$ cat src/rtl/bi_mem_arbiter.sv
`default_nettype none
// ============================================================================
// Module   : bi_mem_arbiter
// Purpose  : Shares one single-port memory interface (enable / isWrite /
//            mask / addr / data / hold, 1-cycle read latency) between
//            NUM_REQ requesters. The round-robin grant is combinational, so
//            the winning request drives the memory in the same cycle. Read
//            data is broadcast to all requesters, and a one-hot valid strobe
//            identifies the requester that owns it.
// Ports    :
//   clk_i, rst_ni     - clock, asynchronous active-low reset
//   useEnable_i       - [NUM_REQ] request per requester
//   useIsWrite_i      - [NUM_REQ] write flag per requester
//   useWriteMask_i    - packed masks, requester k at [k*MASK_SIZE +: MASK_SIZE]
//   useAddr_i         - packed addresses, requester k at [k*ADDR_SIZE +: ...]
//   useWriteData_i    - packed write data, requester k at [k*DATA_SIZE +: ...]
//   useReadData_o     - broadcast read data (memReadData_i passthrough)
//   useReadValid_o    - one-hot owner of this cycle's read data
//   useHold_o         - per-requester stall
//   memEnable_o .. memWriteData_o - memory request of the current winner
//   memReadData_i     - memory read data, valid the cycle after accept
//   memHold_i         - memory stall
// Revision : 1.0 - initial release
// ============================================================================
module bi_mem_arbiter #(
    parameter int NUM_REQ   = 4,
    parameter int DATA_SIZE = 32,
    parameter int ADDR_SIZE = 8,
    parameter int MASK_SIZE = 4
) (
    input  logic                           clk_i,
    input  logic                           rst_ni,
    input  logic [NUM_REQ-1:0]             useEnable_i,
    input  logic [NUM_REQ-1:0]             useIsWrite_i,
    input  logic [NUM_REQ*MASK_SIZE-1:0]   useWriteMask_i,
    input  logic [NUM_REQ*ADDR_SIZE-1:0]   useAddr_i,
    input  logic [NUM_REQ*DATA_SIZE-1:0]   useWriteData_i,
    output logic [DATA_SIZE-1:0]           useReadData_o,
    output logic [NUM_REQ-1:0]             useReadValid_o,
    output logic [NUM_REQ-1:0]             useHold_o,
    output logic                           memEnable_o,
    output logic                           memIsWrite_o,
    output logic [MASK_SIZE-1:0]           memWriteMask_o,
    output logic [ADDR_SIZE-1:0]           memAddr_o,
    output logic [DATA_SIZE-1:0]           memWriteData_o,
    input  logic [DATA_SIZE-1:0]           memReadData_i,
    input  logic                           memHold_i
);

    localparam int IDX_BITS = (NUM_REQ > 1) ? $clog2(NUM_REQ) : 1;

    // Candidate arithmetic is one bit wider so rrPtr + offset never overflows
    // before the modulo-NUM_REQ fold.
    localparam logic [IDX_BITS:0]   c_num_req  = (IDX_BITS+1)'(NUM_REQ);
    localparam logic [IDX_BITS-1:0] c_last_idx = IDX_BITS'(NUM_REQ - 1);

    logic [IDX_BITS-1:0] r_rr_ptr;
    logic                r_rd_valid;
    logic [IDX_BITS-1:0] r_rd_owner;

    logic [IDX_BITS:0]   w_cand;
    logic [IDX_BITS-1:0] w_winner;
    logic                w_any;
    logic                w_accept;
    logic [IDX_BITS-1:0] w_next_ptr;

    // ------------------------------------------------------------------
    // Round-robin grant. The scan runs from the lowest priority offset to
    // the highest, so the last hit written is the first active requester
    // at or after r_rr_ptr.
    // ------------------------------------------------------------------
    always_comb begin
        w_any    = 1'b0;
        w_winner = '0;
        w_cand   = '0;
        for (int i = NUM_REQ - 1; i >= 0; i--) begin
            w_cand = {1'b0, r_rr_ptr} + (IDX_BITS+1)'(i);
            if (w_cand >= c_num_req) begin
                w_cand = w_cand - c_num_req;
            end
            if (useEnable_i[w_cand[IDX_BITS-1:0]]) begin
                w_any    = 1'b1;
                w_winner = w_cand[IDX_BITS-1:0];
            end
        end
    end

    // ------------------------------------------------------------------
    // Memory-side mux; all fields read as zero when nobody requests.
    // ------------------------------------------------------------------
    always_comb begin
        memIsWrite_o   = 1'b0;
        memWriteMask_o = '0;
        memAddr_o      = '0;
        memWriteData_o = '0;
        for (int k = 0; k < NUM_REQ; k++) begin
            if (w_any && (w_winner == IDX_BITS'(k))) begin
                memIsWrite_o   = useIsWrite_i[k];
                memWriteMask_o = useWriteMask_i[k*MASK_SIZE +: MASK_SIZE];
                memAddr_o      = useAddr_i[k*ADDR_SIZE +: ADDR_SIZE];
                memWriteData_o = useWriteData_i[k*DATA_SIZE +: DATA_SIZE];
            end
        end
    end

    assign memEnable_o = w_any & rst_ni;
    assign w_accept    = w_any & ~memHold_i & rst_ni;
    assign w_next_ptr  = (w_winner == c_last_idx) ? '0 : w_winner + IDX_BITS'(1);

    // ------------------------------------------------------------------
    // Requester-side handshake. An active requester is released only on
    // its own accepted cycle; idle requesters simply mirror memHold_i.
    // ------------------------------------------------------------------
    always_comb begin
        useHold_o      = '1;
        useReadValid_o = '0;
        for (int k = 0; k < NUM_REQ; k++) begin
            if (!rst_ni) begin
                useHold_o[k] = 1'b1;
            end else if (useEnable_i[k]) begin
                useHold_o[k] = ~(w_accept && (w_winner == IDX_BITS'(k)));
            end else begin
                useHold_o[k] = memHold_i;
            end
            useReadValid_o[k] = rst_ni && r_rd_valid && (r_rd_owner == IDX_BITS'(k));
        end
    end

    assign useReadData_o = memReadData_i;

    // ------------------------------------------------------------------
    // State: the pointer only moves on acceptance, so a request stalled
    // by memHold_i keeps its grant on the following cycle.
    // ------------------------------------------------------------------
    always_ff @(posedge clk_i or negedge rst_ni) begin
        if (!rst_ni) begin
            r_rr_ptr   <= '0;
            r_rd_valid <= 1'b0;
            r_rd_owner <= '0;
        end else begin
            r_rd_valid <= w_accept & ~memIsWrite_o;
            if (w_accept) begin
                r_rr_ptr <= w_next_ptr;
                if (!memIsWrite_o) begin
                    r_rd_owner <= w_winner;
                end
            end
        end
    end

endmodule
`default_nettype wire

$ cat config.mk
export PLATFORM = sky130hd
export DESIGN_NAME = bi_mem_arbiter
export DESIGN_NICKNAME = d
export VERILOG_FILES = /design/src/rtl/bi_mem_arbiter.sv
export SDC_FILE = /design/constraint.sdc
export NUM_CORES = 1
export LEC_CHECK = 0
export ABC_CLOCK_PERIOD_IN_PS = 5000
export CORE_AREA = 2 2 118 120
export CTS_CLUSTER_SIZE = 30
export DETAILED_ROUTE_END_ITERATION = 10
export DIE_AREA = 0 0 120 122
export GPL_TIMING_DRIVEN = 0
export SLEW_MARGIN = 20
export SYNTH_ARGS = -nofsm -noshare
export SYNTH_HDL_FRONTEND = slang
export SYNTH_SLANG_ARGS = --single-unit
$ cat constraint.sdc
create_clock -name clk_i -period 5 [get_ports clk_i]
set_input_delay 1.5 -clock clk_i [delete_from_list [all_inputs] [get_ports clk_i]]
set_output_delay 1.5 -clock clk_i [all_outputs]
set_load 0.03 [all_outputs]
# Word level (Yosys, flattened, before mapping)

Cells that the tools add are included.

Register bits: 5
Bits in latches: 0
RAM bits: 0
ROM bits: 0
Input port bits: 219
Output and inout port bits: 86
Memories: 0

Add/sub/neg operators: 8
Multiply operators: 0
Div/mod/pow operators: 0
Order comparisons: 8
Eq/ne operators: 6
Shifts and indexed selects: 0
Multiplexer cells: 45
Bitwise gates (word level): 10
Reduce and logical (&&, ||, !) cells: 16

Operators with widths:

| kind                  | number |
|---|---|
| $mux W32              | 4 |
| $mux W8               | 4 |
| $mux W1               | 20 |
| $mux W2               | 9 |
| $mux W4               | 4 |
| $logic_and A1 B1 Y1   | 13 |
| $lt A2 B3 Y1 const B  | 4 |
| $ge A3 B3 Y1 const B  | 3 |
| $bmux W1 S2           | 4 |
| $eq A2 B2 Y1 const B  | 4 |
| $sub A2 B1 Y2 const B | 4 |
| $add A2 B2 Y3 const B | 2 |
| $not A1 Y1            | 6 |
| $and A1 B1 Y1         | 4 |
| $eq A2 B1 Y1 const B  | 2 |
| $logic_not A2 Y1      | 2 |
| $add A2 B1 Y3 const B | 1 |
| $ge A2 B3 Y1 const B  | 1 |
| $add A2 B1 Y2 const B | 1 |
| $reduce_and A2 Y1     | 1 |

# Logic depth before layout (Yosys ltp)

Depth after elaboration: 17
Gate-level depth with buffers: 11
Mapped depth without buffers: 9

# Worst setup path before layout

Ideal clock, no wire load.

Path type: in2out
Start point: in useEnable_i[0]
End point: out memAddr_o[0]
Arrival: 3.533 ns
Data required time: 3.500 ns
Path slack: -0.033 ns
Stages: 9
Buffers on the path: 1
Cell sequence: inv_1 nor3_1 a211oi_1 inv_1 ha_1 nor2_2 clkbuf_1 a22oi_1 a21oi_1

Longest elaborated chain between the ends: 12

Ends and longest elaborated chain:

| item                          | line | source |
|---|---|---|
| start: declaration            | 33   | `input logic [NUM_REQ-1:0] useEnable_i,` |
| $bmux W1 S2                   | 81   | `if (useEnable_i[w_cand[IDX_BITS-1:0]]) begin` |
| $mux W1 (not written as such) | 81   |  |
| $mux W2 (3 in a row)          | 81   |  |
| $mux W2 (*)                   | 81   |  |
| net w_winner[0]               | 62   | `logic [IDX_BITS-1:0] w_winner;` |
| $logic_not A2 Y1              | 97   | `if (w_any && (w_winner == IDX_BITS'(k))) begin` |
| $logic_and A1 B1 Y1           | 97   |  |
| $mux W8 (3 in a row)          | 97   |  |
| $mux W8 (*)                   | 97   |  |
| end: declaration              | 44   | `output logic [ADDR_SIZE-1:0] memAddr_o,` |

The timed path passes the listed nets; every way through them passes the cells marked *. The select of a mux whose other input is x is not followed.

# Worst setup path in the final report

Start point: in useEnable_i[0]
End point: out memWriteData_o[11]

Longest elaborated chain between the ends: 12

Ends and longest elaborated chain:

| item                          | line | source |
|---|---|---|
| $bmux W1 S2                   | 81   |  |
| $mux W1 (not written as such) | 81   |  |
| $mux W2 (3 in a row)          | 81   |  |
| $mux W2 (*)                   | 81   |  |
| net w_winner[1]               | 62   |  |
| $logic_not A2 Y1              | 97   |  |
| $logic_and A1 B1 Y1           | 97   |  |
| $mux W32 (3 in a row)         | 97   |  |
| $mux W32 (*)                  | 97   |  |
| end: declaration              | 45   | `output logic [DATA_SIZE-1:0] memWriteData_o,` |

Marks and branches as above.

==> out/metrics.csv <==
metric,value,unit
avgSynthCellArea,5.72,µm²
drv_cap,0,
tightestPinTransition,448,ps
firstDrtPassIters,4,
synth_seq_cells,5,
crit_buf_inv,5,
vias,3724,
clock_sinks,5,
status,"complete, no violations",
cpLargestDelayFamily,compound AO/OA/AOI/OAI gates,
overflow,0,
crit_arrival,3400,ps
cts_buffers,3,
synth_fp_nets,602,
grt_pass1_wl,19800,µm
ys_types,26,
vias_per_cell,4.42,
antenna_found_initial,0,
pwr_density_cell,411,nW/µm²
drive_gt1_share,29.9,%
yosys.area.top_type,a22oi_1,
fmax,0.204,GHz
path_depth,13,
n_antenna_cell,0,
fin_tns_setup,0,ps
ios,305,
cts-root-buf,clkbuf_16,
cts_tree,yes,
dieArea,14600,µm²
synth-edff-count,0,
setup_viol,0,
htreeDepth,1,
min_period,4900,ps
dr.first_iter.drc_count,210,
grt_max_degree,11,
total_power,2.30,mW
post-place-ws,-1770,ps
skew,1.69,ps
syn_inst,379,
cp-end-kind,output port,
cts_buffer_depth,2,
slew-limit-headroom,69.9,%
place_inst,831,
postRouteAntennaNets,0,
yosysWarningCount,0,
min_delay_path_depth,1,
cts_hold_buffers,0,
gp_congestion,0.858,
crit_path_cell_trace,"buf_2, a21oi_2, o21ai_1, o2bb2a_4, inv_2, ha_2, buf_6, buf_4, nand2_1, o21ai_0, a22oi_1, a21oi_2, buf_2",
dp_hpwl,11100,µm
max_stage_delay,210,ps
mostFrequentLayoutCell,clkdlybuf4s50_1,
yosys-top-cells-area,"a22oi_1 15%, nand2_1 15%, buf_4 13%",
drc,0,
finalMaxSlewViolations,0,
ys_seq_area_share,5.77,%
min_path_type,reg -> reg,
die_h,122,µm
p_leak,2.23,nW
final_cells,842,
final_nets,886,
peakVddDrop,0.000190,V
first_global_vias,3669,
setup_slack,104,ps
area_delta_synth_final,158,%
ys.flop_type,dfrtp_1,
fp.dieW,120,µm
clk_latency,230,ps
path_class,in -> out,
start_kind,primary input,
portBuffers,272,
synth-async-reset-ratio,100,%
syn_area,2170,µm²
wl_per_cell,16.4,µm
wl,13800,µm
fp.coreArea,13500,µm²
timing.final.crit_share,97.9,%
synth_top_cell_area_share,15.2,%
initial_core_util,16.1,%
rows,43,
clk_pin_slew,30,ps
crit_path_top_delay_cell,o2bb2a_4,
layout_common_cells,"221 x clkdlybuf4s50_1, 84 x nand2_1, 72 x buf_4, 47 x nor2_1, 41 x a21oi_2",
finalHoldViolations,0,
worst-path-max-fanout,10,
grtUsageTotal,17.0,%
ff2ff_path_depth,9,
crit_required,3500,ps
## state kept, by name, summed over array words and instances (netlist names)
register,count
r_rd_owner,2
r_rr_ptr,2
r_rd_valid,1
## cells in the mapped netlist, drive strengths merged, types with 2 or more instances
cell type,count
nand2b,2
mux2,3
nor2b,4
clkbuf,12
ha,4
nor3,4
buf,53
a22o,3
a22oi,44
inv,9
mux2i,2
nor2,48
a21oi,49
dfrtp,5
o21ai,47
nand2,84
## kinds of logic after synthesis
logic type / synth area share, %
compound gates: 40.0
fa+ha+maj: 2.31
buf+inv: 22.3
flops: 5.77
mux: 2.48
simple gates: 27.2
## worst reg2reg max path, delay by kind of cell, from the launching register on
kind	cells	cell delay, ps
flip-flops	1	470
AO/OA/AOI/OAI	3	450
multiplexers	2	680
buffers and inverters	2	310
adder cells (fa/ha/maj)	1	200
AND/OR/NAND/NOR	1	180
## final cells by class
cell class / instances / area, µm²
buffer: 64 / 548
multi-input combinational: 300 / 1880
inverter: 9 / 33.8
tap: 180 / 225
fill: 1374 / 7900
sequential: 5 / 125
timing repair buffer: 280 / 2710
clock buffer: 4 / 78.8
## metrics by stage
stage / instance area (µm²) / hold slack, ps / util [%]
after CTS: 5390 / 584 / 39.9
after floorplan: 2320 / 527 / -
after global placement: 5270 / 558 / 39.0
after global routing: 5600 / 609 / 41.5
final: 5600 / 581 / 41.5
after detailed placement: 5270 / 576 / 39.0
## timing repair
action,4_1_cts,5_1_grt
buffers inserted,4,3
cloned,0,1
setup endpoints to repair,49,47
gates resized for setup,306,111
pin swaps,6,18
## final timing paths
path	startpoint	endpoint	slack (ps)
max reg2reg	r_rr_ptr[1]$_DFFE_PN0N_	r_rd_owner[1]$_DFFE_PN0P_	2590
min reg2reg	r_rd_owner[1]$_DFFE_PN0P_	r_rd_owner[1]$_DFFE_PN0P_	580
max in group asynchronous	rst_ni	r_rd_owner[1]$_DFFE_PN0P_	3160
max	useEnable_i[0]	memWriteData_o[11]	100
min in group asynchronous	rst_ni	r_rr_ptr[1]$_DFFE_PN0N_	1560
min	r_rd_owner[1]$_DFFE_PN0P_	r_rd_owner[1]$_DFFE_PN0P_	580
## power breakdown
part | total, mW | switching (mW) | internal (mW)
Sequential | 0.0789 | 0.0221 | 0.0568
Clock | 0.133 | 0.0268 | 0.106
Combinational | 2.09 | 1.19 | 0.908
Total | 2.30 | 1.23 | 1.07
## layer usage
layer,global-route usage (%),routed length [µm],vias to the layer above,part of all wire [%]
met2,31.5,7110,176,51
met5,0,0,-,0
met3,3.18,1020,17,7.4
met1,20.4,5470,1686,40
met4,2.94,218,0,1.6
li1,-,-,1845,-
(Power assumes the default switching activity.)
